==> src/rtl/noc_pkg.sv <==
// Shared NoC definitions: flit ids, switch port ids, route FSM states and
// dimension-order routing modes.
package noc_pkg;

    typedef enum logic [1:0] {
        FLIT_BODY     = 2'b00,
        FLIT_TAIL     = 2'b01,
        FLIT_HEAD     = 2'b10,
        FLIT_HEADTAIL = 2'b11
    } flit_id_e;

    localparam int unsigned PORT_RESOURCE = 0;
    localparam int unsigned PORT_LEFT     = 1;
    localparam int unsigned PORT_UP       = 2;
    localparam int unsigned PORT_RIGHT    = 3;
    localparam int unsigned PORT_DOWN     = 4;

    localparam int unsigned DOR_XY = 0;
    localparam int unsigned DOR_YX = 1;

    typedef enum logic {
        ST_IDLE = 1'b0,
        ST_BUSY = 1'b1
    } route_state_e;

endpackage

==> src/rtl/dor_route_calc.sv <==
// Combinational dimension-order route decode: destination address to output
// channel select for a node at (COL_CORD, ROW_CORD).
module dor_route_calc
    import noc_pkg::*;
#(
    parameter int unsigned COL_CORD   = 0,
    parameter int unsigned ROW_CORD   = 0,
    parameter int unsigned COL_ADDR_W = 4,
    parameter int unsigned ROW_ADDR_W = 4,
    parameter int unsigned OUT_N_W    = 3,
    parameter int unsigned DOR_MODE   = DOR_XY
) (
    input  logic [COL_ADDR_W-1:0] dest_col,
    input  logic [ROW_ADDR_W-1:0] dest_row,
    output logic [OUT_N_W-1:0]    chan_sel
);

    localparam logic [COL_ADDR_W-1:0] MY_COL = COL_ADDR_W'(COL_CORD);
    localparam logic [ROW_ADDR_W-1:0] MY_ROW = ROW_ADDR_W'(ROW_CORD);

    logic [OUT_N_W-1:0] col_sel;
    logic [OUT_N_W-1:0] row_sel;
    logic               col_hit;
    logic               row_hit;

    always_comb begin
        col_sel = OUT_N_W'(PORT_RESOURCE);
        row_sel = OUT_N_W'(PORT_RESOURCE);
        col_hit = (dest_col == MY_COL);
        row_hit = (dest_row == MY_ROW);

        if (dest_col > MY_COL)
            col_sel = OUT_N_W'(PORT_RIGHT);
        else if (dest_col < MY_COL)
            col_sel = OUT_N_W'(PORT_LEFT);

        if (dest_row < MY_ROW)
            row_sel = OUT_N_W'(PORT_UP);
        else if (dest_row > MY_ROW)
            row_sel = OUT_N_W'(PORT_DOWN);

        // The first dimension wins whenever it still has distance to cover
        if (DOR_MODE == DOR_YX)
            chan_sel = row_hit ? col_sel : row_sel;
        else
            chan_sel = col_hit ? row_sel : col_sel;
    end

endmodule

==> src/rtl/dor_route_unit.sv <==
// Per-input-port route controller: locks a dimension-order route on the head
// flit, holds it until the tail, and forwards flits through a valid/ready register.
module dor_route_unit
    import noc_pkg::*;
#(
    parameter int unsigned COL_CORD    = 0,
    parameter int unsigned ROW_CORD    = 0,
    parameter int unsigned COL_ADDR_W  = 4,
    parameter int unsigned ROW_ADDR_W  = 4,
    parameter int unsigned OUT_N_W     = 3,
    parameter int unsigned FLIT_DATA_W = 8,
    parameter int unsigned DOR_MODE    = DOR_XY
) (
    input  logic                     clk_i,
    input  logic                     rst_ni,
    input  logic [FLIT_DATA_W+1:0]   in_flit_i,
    input  logic                     in_valid_i,
    output logic                     in_ready_o,
    output logic [FLIT_DATA_W+1:0]   out_flit_o,
    output logic                     out_valid_o,
    input  logic                     out_ready_i,
    output logic [OUT_N_W-1:0]       out_chan_sel_o,
    output logic                     out_last_o,
    output logic                     pkt_active_o,
    output logic                     err_o
);

    route_state_e       state;
    flit_id_e           in_id;
    logic               accept;
    logic [OUT_N_W-1:0] route_sel;

    assign in_id      = flit_id_e'(in_flit_i[FLIT_DATA_W+1:FLIT_DATA_W]);
    assign in_ready_o = !out_valid_o || out_ready_i;
    assign accept     = in_valid_i && in_ready_o;

    dor_route_calc #(
        .COL_CORD   (COL_CORD),
        .ROW_CORD   (ROW_CORD),
        .COL_ADDR_W (COL_ADDR_W),
        .ROW_ADDR_W (ROW_ADDR_W),
        .OUT_N_W    (OUT_N_W),
        .DOR_MODE   (DOR_MODE)
    ) u_route_calc (
        .dest_col (in_flit_i[COL_ADDR_W-1:0]),
        .dest_row (in_flit_i[COL_ADDR_W+ROW_ADDR_W-1:COL_ADDR_W]),
        .chan_sel (route_sel)
    );

    // out_chan_sel_o doubles as the route lock register
    always_ff @(posedge clk_i or negedge rst_ni) begin
        if (!rst_ni) begin
            state          <= ST_IDLE;
            out_chan_sel_o <= '0;
            out_flit_o     <= '0;
            out_valid_o    <= 1'b0;
            out_last_o     <= 1'b0;
            pkt_active_o   <= 1'b0;
            err_o          <= 1'b0;
        end else begin
            err_o <= 1'b0;
            if (out_valid_o && out_ready_i)
                out_valid_o <= 1'b0;

            if (accept) begin
                case (state)
                    ST_IDLE: begin
                        case (in_id)
                            FLIT_HEAD, FLIT_HEADTAIL: begin
                                out_chan_sel_o <= route_sel;
                                out_flit_o     <= in_flit_i;
                                out_valid_o    <= 1'b1;
                                out_last_o     <= (in_id == FLIT_HEADTAIL);
                                if (in_id == FLIT_HEAD) begin
                                    state        <= ST_BUSY;
                                    pkt_active_o <= 1'b1;
                                end
                            end
                            default: err_o <= 1'b1;
                        endcase
                    end
                    ST_BUSY: begin
                        case (in_id)
                            FLIT_BODY, FLIT_TAIL: begin
                                out_flit_o  <= in_flit_i;
                                out_valid_o <= 1'b1;
                                out_last_o  <= (in_id == FLIT_TAIL);
                                if (in_id == FLIT_TAIL) begin
                                    state        <= ST_IDLE;
                                    pkt_active_o <= 1'b0;
                                end
                            end
                            default: err_o <= 1'b1;
                        endcase
                    end
                    default: state <= ST_IDLE;
                endcase
            end
        end
    end

endmodule
==> config.mk <==
export PLATFORM = sky130hd
export DESIGN_NAME = dor_route_unit
export DESIGN_NICKNAME = d
export VERILOG_FILES = /design/src/rtl/noc_pkg.sv /design/src/rtl/dor_route_calc.sv /design/src/rtl/dor_route_unit.sv
export SDC_FILE = /design/constraint.sdc
export NUM_CORES = 1
export LEC_CHECK = 0
export BUFFER_PORTS_ARGS = -buffer_cell sky130_fd_sc_hd__buf_4
export CAP_MARGIN = 25
export CORE_MARGIN = 3
export CORE_UTILIZATION = 50
export CTS_BUF_LIST = sky130_fd_sc_hd__clkbuf_8
export DETAILED_ROUTE_END_ITERATION = 8
export PLACE_DENSITY_LB_ADDON = 0.1
export SYNTH_ARGS = -nofsm -noshare
export SYNTH_HDL_FRONTEND = slang
export SYNTH_HIERARCHICAL = 1
export SYNTH_SLANG_ARGS = --single-unit
==> constraint.sdc <==
create_clock -name clk_i -period 3.33 [get_ports clk_i]
set_clock_uncertainty 0.2 [all_clocks]
set_input_delay 0.333 -clock clk_i [delete_from_list [all_inputs] [get_ports clk_i]]
set_output_delay 0.333 -clock clk_i [all_outputs]
set_load 0.01 [all_outputs]
### Word-level counts from Yosys, hierarchy flattened

Cells that the tools add are included.

| word-level totals | value |
|---|---|
| register bits | 18 |
| bits in latches | 0 |
| bits in writable memories | 0 |
| bits in read-only memories | 0 |
| input bits | 14 |
| output and inout port bits | 18 |
| word-level logic and storage cells | 60 |
| memories kept | 0 |

| operators by class | value |
|---|---|
| $add $sub $neg | 0 |
| multipliers | 0 |
| divide/modulo/power cells | 0 |
| magnitude comparators | 4 |
| equal/unequal tests | 7 |
| shift-type cells | 0 |
| muxes and demuxes | 30 |
| bitwise logic cells | 1 |
| reduce and logical (&&, ||, !) cells | 11 |

Operators by type and width:

| kind | count |
|---|---|
| 2-to-1 mux 10 bit | 2 |
| one-hot mux 10 bit (2 select lines) | 1 |
| 2-to-1 mux 1 bit | 18 |
| 2-to-1 mux 3 bit | 4 |
| one-hot mux 1 bit (2 select lines) | 5 |
| > comparator 4 x 1 -> 1 bit, second input constant | 2 |
| less-than comparator 4 x 1 -> 1 bit, second input constant | 2 |
| inequality test 2 x 1 -> 1 bit, second input constant | 3 |
| AND reduction 3 bit | 2 |
| AND reduction 5 bit | 1 |
| == test 2 bit, second input constant | 2 |
| logical NOT 4 bit | 1 |
| OR reduction 2 bit | 2 |
| == test 2 x 1 -> 1 bit, second input constant | 1 |
| logical AND 1 bit | 2 |
| logical NOT 2 bit | 1 |
| inequality test 2 bit, second input constant | 1 |
| logical NOT 1 bit | 1 |
| logical OR 1 bit | 1 |
| NOT 1 bit | 1 |

### Depth between registers and ports, before layout

Gate-level depths: netlist of run 1.

| logic depth | value |
|---|---|
| word-level depth | 5 |
| mapped depth | 5 |
| depth with buffers taken out | 3 |

### Cells and area by module

The synthesis of run 1 kept the hierarchy.

By module, submodules not included:

| module | times used | cells each | area an instance (µm²) | sequential area each (µm²) |
|---|---|---|---|---|
| dor_route_unit | 1 | 49 | 765.7 | 450.4 |
| dor_route_calc | 1 | 4 | 28.8 | 0.0 |

### Worst setup path before layout of run 1

Ideal clock, no wire load.

| timing | value |
|---|---|
| kind | input-to-reg |
| start point | in in_flit_i[1] |
| end point | reg out_chan_sel_o[1] |
| arrival time | 1.232 ns |
| slack | 1.773 ns |
| stages | 3 |
| cells stage by stage | or4_4 > buf_4 > mux2_2 |

| on the way | value |
|---|---|
| cells in the longest elaborated chain, start to end | 3 |

Ends and longest elaborated chain:

| what | line | source |
|---|---|---|
| start, declared | dor_route_unit.sv:16 | `input logic [FLIT_DATA_W+1:0] in_flit_i,` |
| > comparator 4 x 1 -> 1 bit | dor_route_calc.sv:32 | `if (dest_col > MY_COL)` |
| 2-to-1 mux 3 bit | dor_route_calc.sv:32 |  |
| 2-to-1 mux 3 bit (*) | dor_route_calc.sv:46 | `chan_sel = col_hit ? row_sel : col_sel;` |
| net route_sel[1] | dor_route_unit.sv:31 | `logic [OUT_N_W-1:0] route_sel;` |
| end signal, assigned | dor_route_unit.sv:70 | `out_chan_sel_o <= route_sel;` |
| end, declared | dor_route_unit.sv:22 | `output logic [OUT_N_W-1:0] out_chan_sel_o,` |

The timed path passes the listed nets; every way through them passes the cells marked *.
A chain may end at the register's enable or synchronous reset.

### Worst setup path in the final report of run 1

| timing | value |
|---|---|
| start point | reg out_valid_o |
| end point | reg out_flit_o[2] |

| on the way | value |
|---|---|
| cells in the longest elaborated chain, start to end | 4 |

Ends and longest elaborated chain:

| what | line | source |
|---|---|---|
| start, declared | dor_route_unit.sv:20 | `output logic out_valid_o,` |
| start signal, assigned | dor_route_unit.sv:56 | `out_valid_o <= 1'b0;` |
| start signal, assigned | dor_route_unit.sv:63 | `out_valid_o <= 1'b0;` |
| start signal, assigned | dor_route_unit.sv:72 | `out_valid_o <= 1'b1;` |
| logical NOT 1 bit | dor_route_unit.sv:34 | `assign in_ready_o = !out_valid_o \|\| out_ready_i;` |
| logical OR 1 bit | dor_route_unit.sv:34 |  |
| logical AND 1 bit | dor_route_unit.sv:35 | `assign accept = in_valid_i && in_ready_o;` |
| AND reduction 3 bit (no line) | -- |  |
| end signal, assigned | dor_route_unit.sv:71 | `out_flit_o <= in_flit_i;` |
| end signal, assigned | dor_route_unit.sv:85 | `out_flit_o <= in_flit_i;` |
| end, declared | dor_route_unit.sv:19 | `output logic [FLIT_DATA_W+1:0] out_flit_o,` |

No other way between the ends.

==> metrics.md, run 1 <==
| Metric | Value |
|---|---|
| Top delay family on crit path | `simple AND/OR/NAND/NOR gates` |
| Layout Nets | `101` |
| Clk pwr share | `22.9%` |
| CTS H-tree depth | `1` |
| Die Ht | `45.9 microns` |
| Sequential share of power | `42.6%` |
| Hold buffers post-CTS | `1` |
| Hpwl dp | `1130 microns` |
| Vias post-DR | `529` |
| Status | `completed` |
| Clock latency on the worst-skew pair | `0.25 ns` |
| Pleak | `0.553 nW` |
| Length of the first detailed-routing pass in iterations | `3` |
| R2r endpoint | `out_flit_o[2]` |
| Final Max Slew Viols | `0` |
| Max VDD drop | `0.522 mV` |
| Slowest CP cell | `mux2_4` |
| M1 wire length | `725 microns` |
| CP Max Fanout | `12` |
| Highest routed layer | `met3` |
| Worst setup margin | `1.58 ns` |
| Vias in the first global route | `507` |
| Final hold violation count | `0` |
| Layout cells sized above 1 | `64.0%` |
| Antenna-violating nets left | `0` |
| Clock slew at reported path FFs | `0.07 ns` |
| R2R setup slack | `1.58 ns` |
| # rows | `13` |
| Synth Net Count | `67` |
| FF+latch area | `450 sq um` |
| Post-synthesis sequential area ratio | `56.7%` |
| Mapped Cells | `53` |
| Yosys cell types | `22` |
| Gate power share | `34.4%` |
| Critical Path Sink Type | `flop` |
| Largest net degree at the start of global routing | `19` |
| Total Routing Usage GR | `16.6%` |
| WP data required | `3.26 ns` |
| Unrepaired setup endpoints after global routing | `no` |
| # DRC | `0` |
| Initial antenna violation count | `0` |
| RD Place Congestion | `0.692` |
| Wire per inst | `15.3 microns` |
| Vias/cell | `5.24` |
| Post-Place Cells | `96` |
| Period minus WS final | `1.75 ns` |
| Worst path depth | `3` |
| Finish-stage setup viols | `0` |
| CP endpoint | `out_flit_o[2]` |
| Sw Pwr | `0.000206 W` |
| Grt ovf | `0` |
| Clock sinks | `18` |
| DP Worst Slack | `1.50 ns` |
| PwrDens | `695 nW/um^2` |
| Slew of the pin with the lowest slew margin | `0.383 ns` |
| Critical path launch point type | `flop` |
| Crit-path max cell delay | `0.41 ns` |
| Syn Std Cell Area | `795 sq um` |
| DRT iter0 DRCs | `3` |
| Sw Ratio | `27.3%` |
| CP Cell Sequence | `nand2b_1 -> nand3_2 -> mux2_4` |
| CTS Root Buffer Type | `clkbuf_8` |
| Met2 routed WL | `672 microns` |
| Number of port buffers | `31` |
| TritonCTS clock tree | `built` |
| Area Overhead vs Synth | `36.9%` |
| Maximum root-to-sink buffer count | `2` |
| Core box area | `1400 sq um` |
| Final WL | `1550 microns` |
| WL met3 | `148 microns` |
| Post-CTS Resized | `0` |
| DIE AREA | `2100 sq um` |
| P_int | `0.000549 W` |
| Max-slew headroom | `74.5%` |
| Die W | `45.9 microns` |
| # IOs | `32` |
| YS warnings | `6` |
| Crit path DAT | `1.69 ns` |
| Antenna cells | `0` |
| Tcrit/Tclk final | `52.6%` |
| Max_cap viols | `0` |
| Critical path class | `reg2reg` |
| Max Fclk | `571 MHz` |
| Num CTS Buffers | `3` |
| #FFs+latches synth | `18` |
| R2R cell count | `3` |
| Setup Fix Bufs, Post-CTS | `0` |
| CP startpoint | `out_valid_o` |
| Bufs and invs on worst path | `0` |
| Global-route wire length before repair | `2400 microns` |
| Setup TNS | `0 ns` |
| # fillers | `94` |
| Worst Hold Class | `in2reg` |
| Layout Cells excl Fill | `101` |
| Footprint of the multi-input gates | `313 sq um` |
| Starting Density | `56.8%` |
| Worst r2r src | `out_valid_o` |
| Syn avg cell area | `15.0 sq um` |
-- stage by stage --
step	hold WS (ns)	cell area (sq um)	utilization, %	total power (W)
finish	0.119	1090	77.7	0.000756
global route	0.115	1090	77.7	0.000797
CTS	0.110	1090	77.7	0.000766
detailed placement	0.0142	1020	73.1	0.000585
global placement	0.0113	1020	73.1	0.000578
floorplan	-0.163	795	-	0.000454
-- logic make-up after synthesis --
kind of cell / after synthesis / synth area share [%]
buffers and inverters: 5 / 3.94
AND/OR/NAND/NOR: 11 / 9.29
AO/OA/AOI/OAI: 5 / 5.83
flip-flops: 18 / 56.7
multiplexers: 13 / 22.2
XOR/XNOR: 1 / 2.05
-- worst min path at each step --
| stage | from | to | slack [ns] | cells past startpoint |
|---|---|---|---|---|
| 2_1_floorplan | rst_ni | err_o | -0.16 | 0 |
| 3_3_place_gp | rst_ni | out_flit_o[4] | 0.01 | 1 |
| 3_5_place_dp | rst_ni | out_last_o | 0.01 | 1 |
| 4_1_cts | in_flit_i[0] | out_flit_o[0] | 0.11 | 2 |
| 5_1_grt | in_flit_i[0] | out_flit_o[0] | 0.12 | 2 |
| 6_report | in_flit_i[0] | out_flit_o[0] | 0.12 | 2 |
-- final cells by class --
type | count | area share [%]
sequential | 18 | 41.4
clock buffer | 4 | 5.06
tap | 15 | 1.73
timing repair buffer | 32 | 22.3
multi-input combinational | 30 | 28.8
inverter | 2 | 0.690
-- per-layer routing --
layer	vias to the layer above	GRT usage, %
met3	0	5.14
met2	23	21.7
met4	0	12.5
li1	254	-
met5	-	0
met1	252	22.5
-- synthesized netlist by cell type (all sizes together) --
cell | count | share of area [%]
a21bo | 1 | 1.3
o22a | 1 | 1.1
or4 | 1 | 1.4
nor4 | 1 | 0.79
a22o | 1 | 1.3
buf | 3 | 3.0
nand2 | 2 | 0.95
mux2 | 13 | 22
a41oi | 1 | 1.1
nand4b | 1 | 1.1
nand3 | 2 | 1.9
nand2b | 1 | 0.79
dfrtp | 18 | 57
inv | 2 | 0.95
and4b | 1 | 1.4
a31o | 1 | 1.1
nor2 | 2 | 0.95
xor2 | 1 | 2.0
-- power groups by stage --
stage / sequential (W) / combinational [W] / clock, W
4_1_cts: 0.000321 / 0.000262 / 0.000183
3_3_place_gp: 0.000322 / 0.000256 / 0
2_1_floorplan: 0.000349 / 0.000106 / 0
3_5_place_dp: 0.000324 / 0.000261 / 0
6_report: 0.000322 / 0.000260 / 0.000173
5_1_grt: 0.000329 / 0.000279 / 0.000190
-- placed cells by master, fill, tap and decap left out --
cell,count
nor2_1,2
or4_4,1
nor4_1,1
nand4b_1,1
dlygate4sd3_1,1
dfrtp_1,18
mux2_2,5
a22o_2,1
buf_4,31
a21bo_2,1
o22a_1,1
a41oi_1,1
xor2_2,1
nand2b_1,1
nand2_1,2
a31o_2,1
inv_1,2
mux2_4,8
clkbuf_8,4
nand3_1,1
nand3_2,1
and4b_2,1
-- registers in the layout, indices dropped and copies added, names as in the netlist --
signal and count:
err_o 1, state 1, out_flit_o 10, out_chan_sel_o 3, out_last_o 1, pkt_active_o 1, out_valid_o 1
No activity file was read; power rests on OpenSTA's default activity.
==> run 2, diff against run 1 <==
Settings changed: CORE_UTILIZATION 50 to 44.
Clock period 3.33 ns to 1.6 ns, I/O delays scaled along.
==> metrics.md, run 2 (same netlist as run 1, synthesis figures left out) <==
| Metric | Value |
|---|---|
| Final WL | `1730 microns` |
| R2r endpoint | `out_chan_sel_o[0]` |
| Top reg by flops | `out_flit_o` |
| Critical path launch point type | `primary input` |
| Clock sinks | `18` |
| Worst setup margin | `0.0232 ns` |
| Layout Cells excl Fill | `124` |
| Antenna-violating nets left | `0` |
| Setup Fix Bufs, Post-CTS | `0` |
| Critical path class | `in2reg` |
| Largest net degree at the start of global routing | `19` |
| Vias post-DR | `605` |
| R2R setup slack | `0.05 ns` |
| Max_cap viols | `0` |
| TritonCTS clock tree | `built` |
| Die W | `48.5 microns` |
| Layout cells sized above 1 | `57.0%` |
| CP startpoint | `in_flit_i[2]` |
| Vias in the first global route | `654` |
| Max VDD drop | `0.667 mV` |
| Antenna cells | `0` |
| Area Overhead vs Synth | `55.0%` |
| Num CTS Buffers | `3` |
| Final hold violation count | `0` |
| Top flop regs | `out_flit_o x10, out_chan_sel_o x3` |
| Total Routing Usage GR | `16.1%` |
| CP endpoint | `out_chan_sel_o[0]` |
| Tcrit/Tclk final | `98.6%` |
| # DRC | `0` |
| Clock latency on the worst-skew pair | `0.24 ns` |
| CP Max Fanout | `3` |
| Grt ovf | `0` |
| Global-route wire length before repair | `2980 microns` |
| Layout Nets | `116` |
| Length of the first detailed-routing pass in iterations | `4` |
| Total power | `0.00155 W` |
| Crit path DAT | `1.51 ns` |
| Clock slew at reported path FFs | `0.06 ns` |
| CTS Root Buffer Type | `clkbuf_8` |
| DP Worst Slack | `0.123 ns` |
| Max Fclk | `634 MHz` |
| Slew of the pin with the lowest slew margin | `0.243 ns` |
| Maximum root-to-sink buffer count | `2` |
| RD Place Congestion | `0.780` |
| Worst Hold Class | `in2reg` |
| # rows | `14` |
| Initial antenna violation count | `0` |
| # fillers | `107` |
| PwrDens | `1260 nW/um^2` |
| Pleak | `0.615 nW` |
| Final hold slack | `0.0305 ns` |
| DIE AREA | `2350 sq um` |
| Post-Place Cells | `109` |
| Critical Path Sink Type | `flop` |
| Vias/cell | `4.88` |
| DRT iter0 DRCs | `9` |
| Die Ht | `48.5 microns` |
| Status | `completed` |
| Max-slew headroom | `83.6%` |
| Most common cell after layout, fill and taps aside | `buf_4` |
| CTS H-tree depth | `1` |
| # IOs | `32` |
| FF+latch area | `450 sq um` |
| Footprint of the multi-input gates | `317 sq um` |
| Most frequent cells in the layout | `buf_4, dfrtp_1, dlygate4sd3_1, mux2_4, mux2_2` |
| Finish-stage setup viols | `0` |
| Number of port buffers | `31` |
| WP data required | `1.53 ns` |
| Final Max Slew Viols | `0` |
| Number of flip-flops in the largest register | `10` |
| R2R cell count | `3` |
| Worst r2r src | `state` |
| Wire per inst | `13.9 microns` |
| Starting Density | `49.8%` |
| Core box area | `1590 sq um` |
| Period minus WS final | `1.58 ns` |
| Hpwl dp | `1190 microns` |
==> run 2: cell types whose count changed in the layout (fill, tap and decap cells not counted), sizes merged <==
| cell | change |
|---|---|
| dlygate4sd3 | +12 |
| buf | +3 |
| clkbuf | -1 |
==> run 2: through the flow <==
stage	util [%]	setup TNS (ns)	area, sq um
finish	77.2	0	1230
global route	77.2	-0.00571	1230
CTS	77.5	0	1230
detailed placement	66.7	0	1060
global placement	66.7	0	1060
floorplan	-	0	795
==> run 2: routing by layer <==
| metal | share of wire, % | vias to the layer above | GRT usage, % |
|---|---|---|---|
| li1 | - | 282 | - |
| met1 | 44 | 299 | 20.3 |
| met2 | 49 | 24 | 28.0 |
| met3 | 7.0 | 0 | 2.76 |
| met4 | 0 | 0 | 5.69 |
| met5 | 0 | - | 0 |
==> run 2: worst max-delay path: stages <==
cell           delay, ns
dlygate4sd3_1       0.55
or4_4               0.51
mux2_4              0.28
==> run 2: worst min path at each step <==
stage	startpoint	endpoint	slack, ns	cells after the start
after global routing	in_flit_i[9]	err_o	0.05	3
after CTS	in_flit_i[9]	err_o	0.02	3
after floorplan	rst_ni	err_o	-0.34	0
after detailed placement	rst_ni	out_flit_o[9]	-0.16	1
after global placement	rst_ni	out_flit_o[9]	-0.16	1
final	in_flit_i[9]	err_o	0.03	3
==> run 2: repair_timing <==
item / in CTS / in global routing
setup endpoints to repair: 0 / 2
gates resized for setup: 0 / 1
hold buffers: 13 / 0
hold endpoints to repair: 30 / 0
==> run 2: layout make-up <==
cell class,count,area share [%]
Sequential cell,18,36.6
Timing Repair Buffer,47,31.3
Multi-Input combinational cell,30,25.7
Clock buffer,3,3.35
Tap cell,24,2.44
Inverter,2,0.610
==> run 2: where the power goes <==
group / leakage (nW) / switching, W / internal [W]
clock network: 0.0216 / 0.000128 / 0.000166
registers: 0.214 / 0.0000764 / 0.000588
logic: 0.379 / 0.000220 / 0.000376
total: 0.615 / 0.000424 / 0.00113
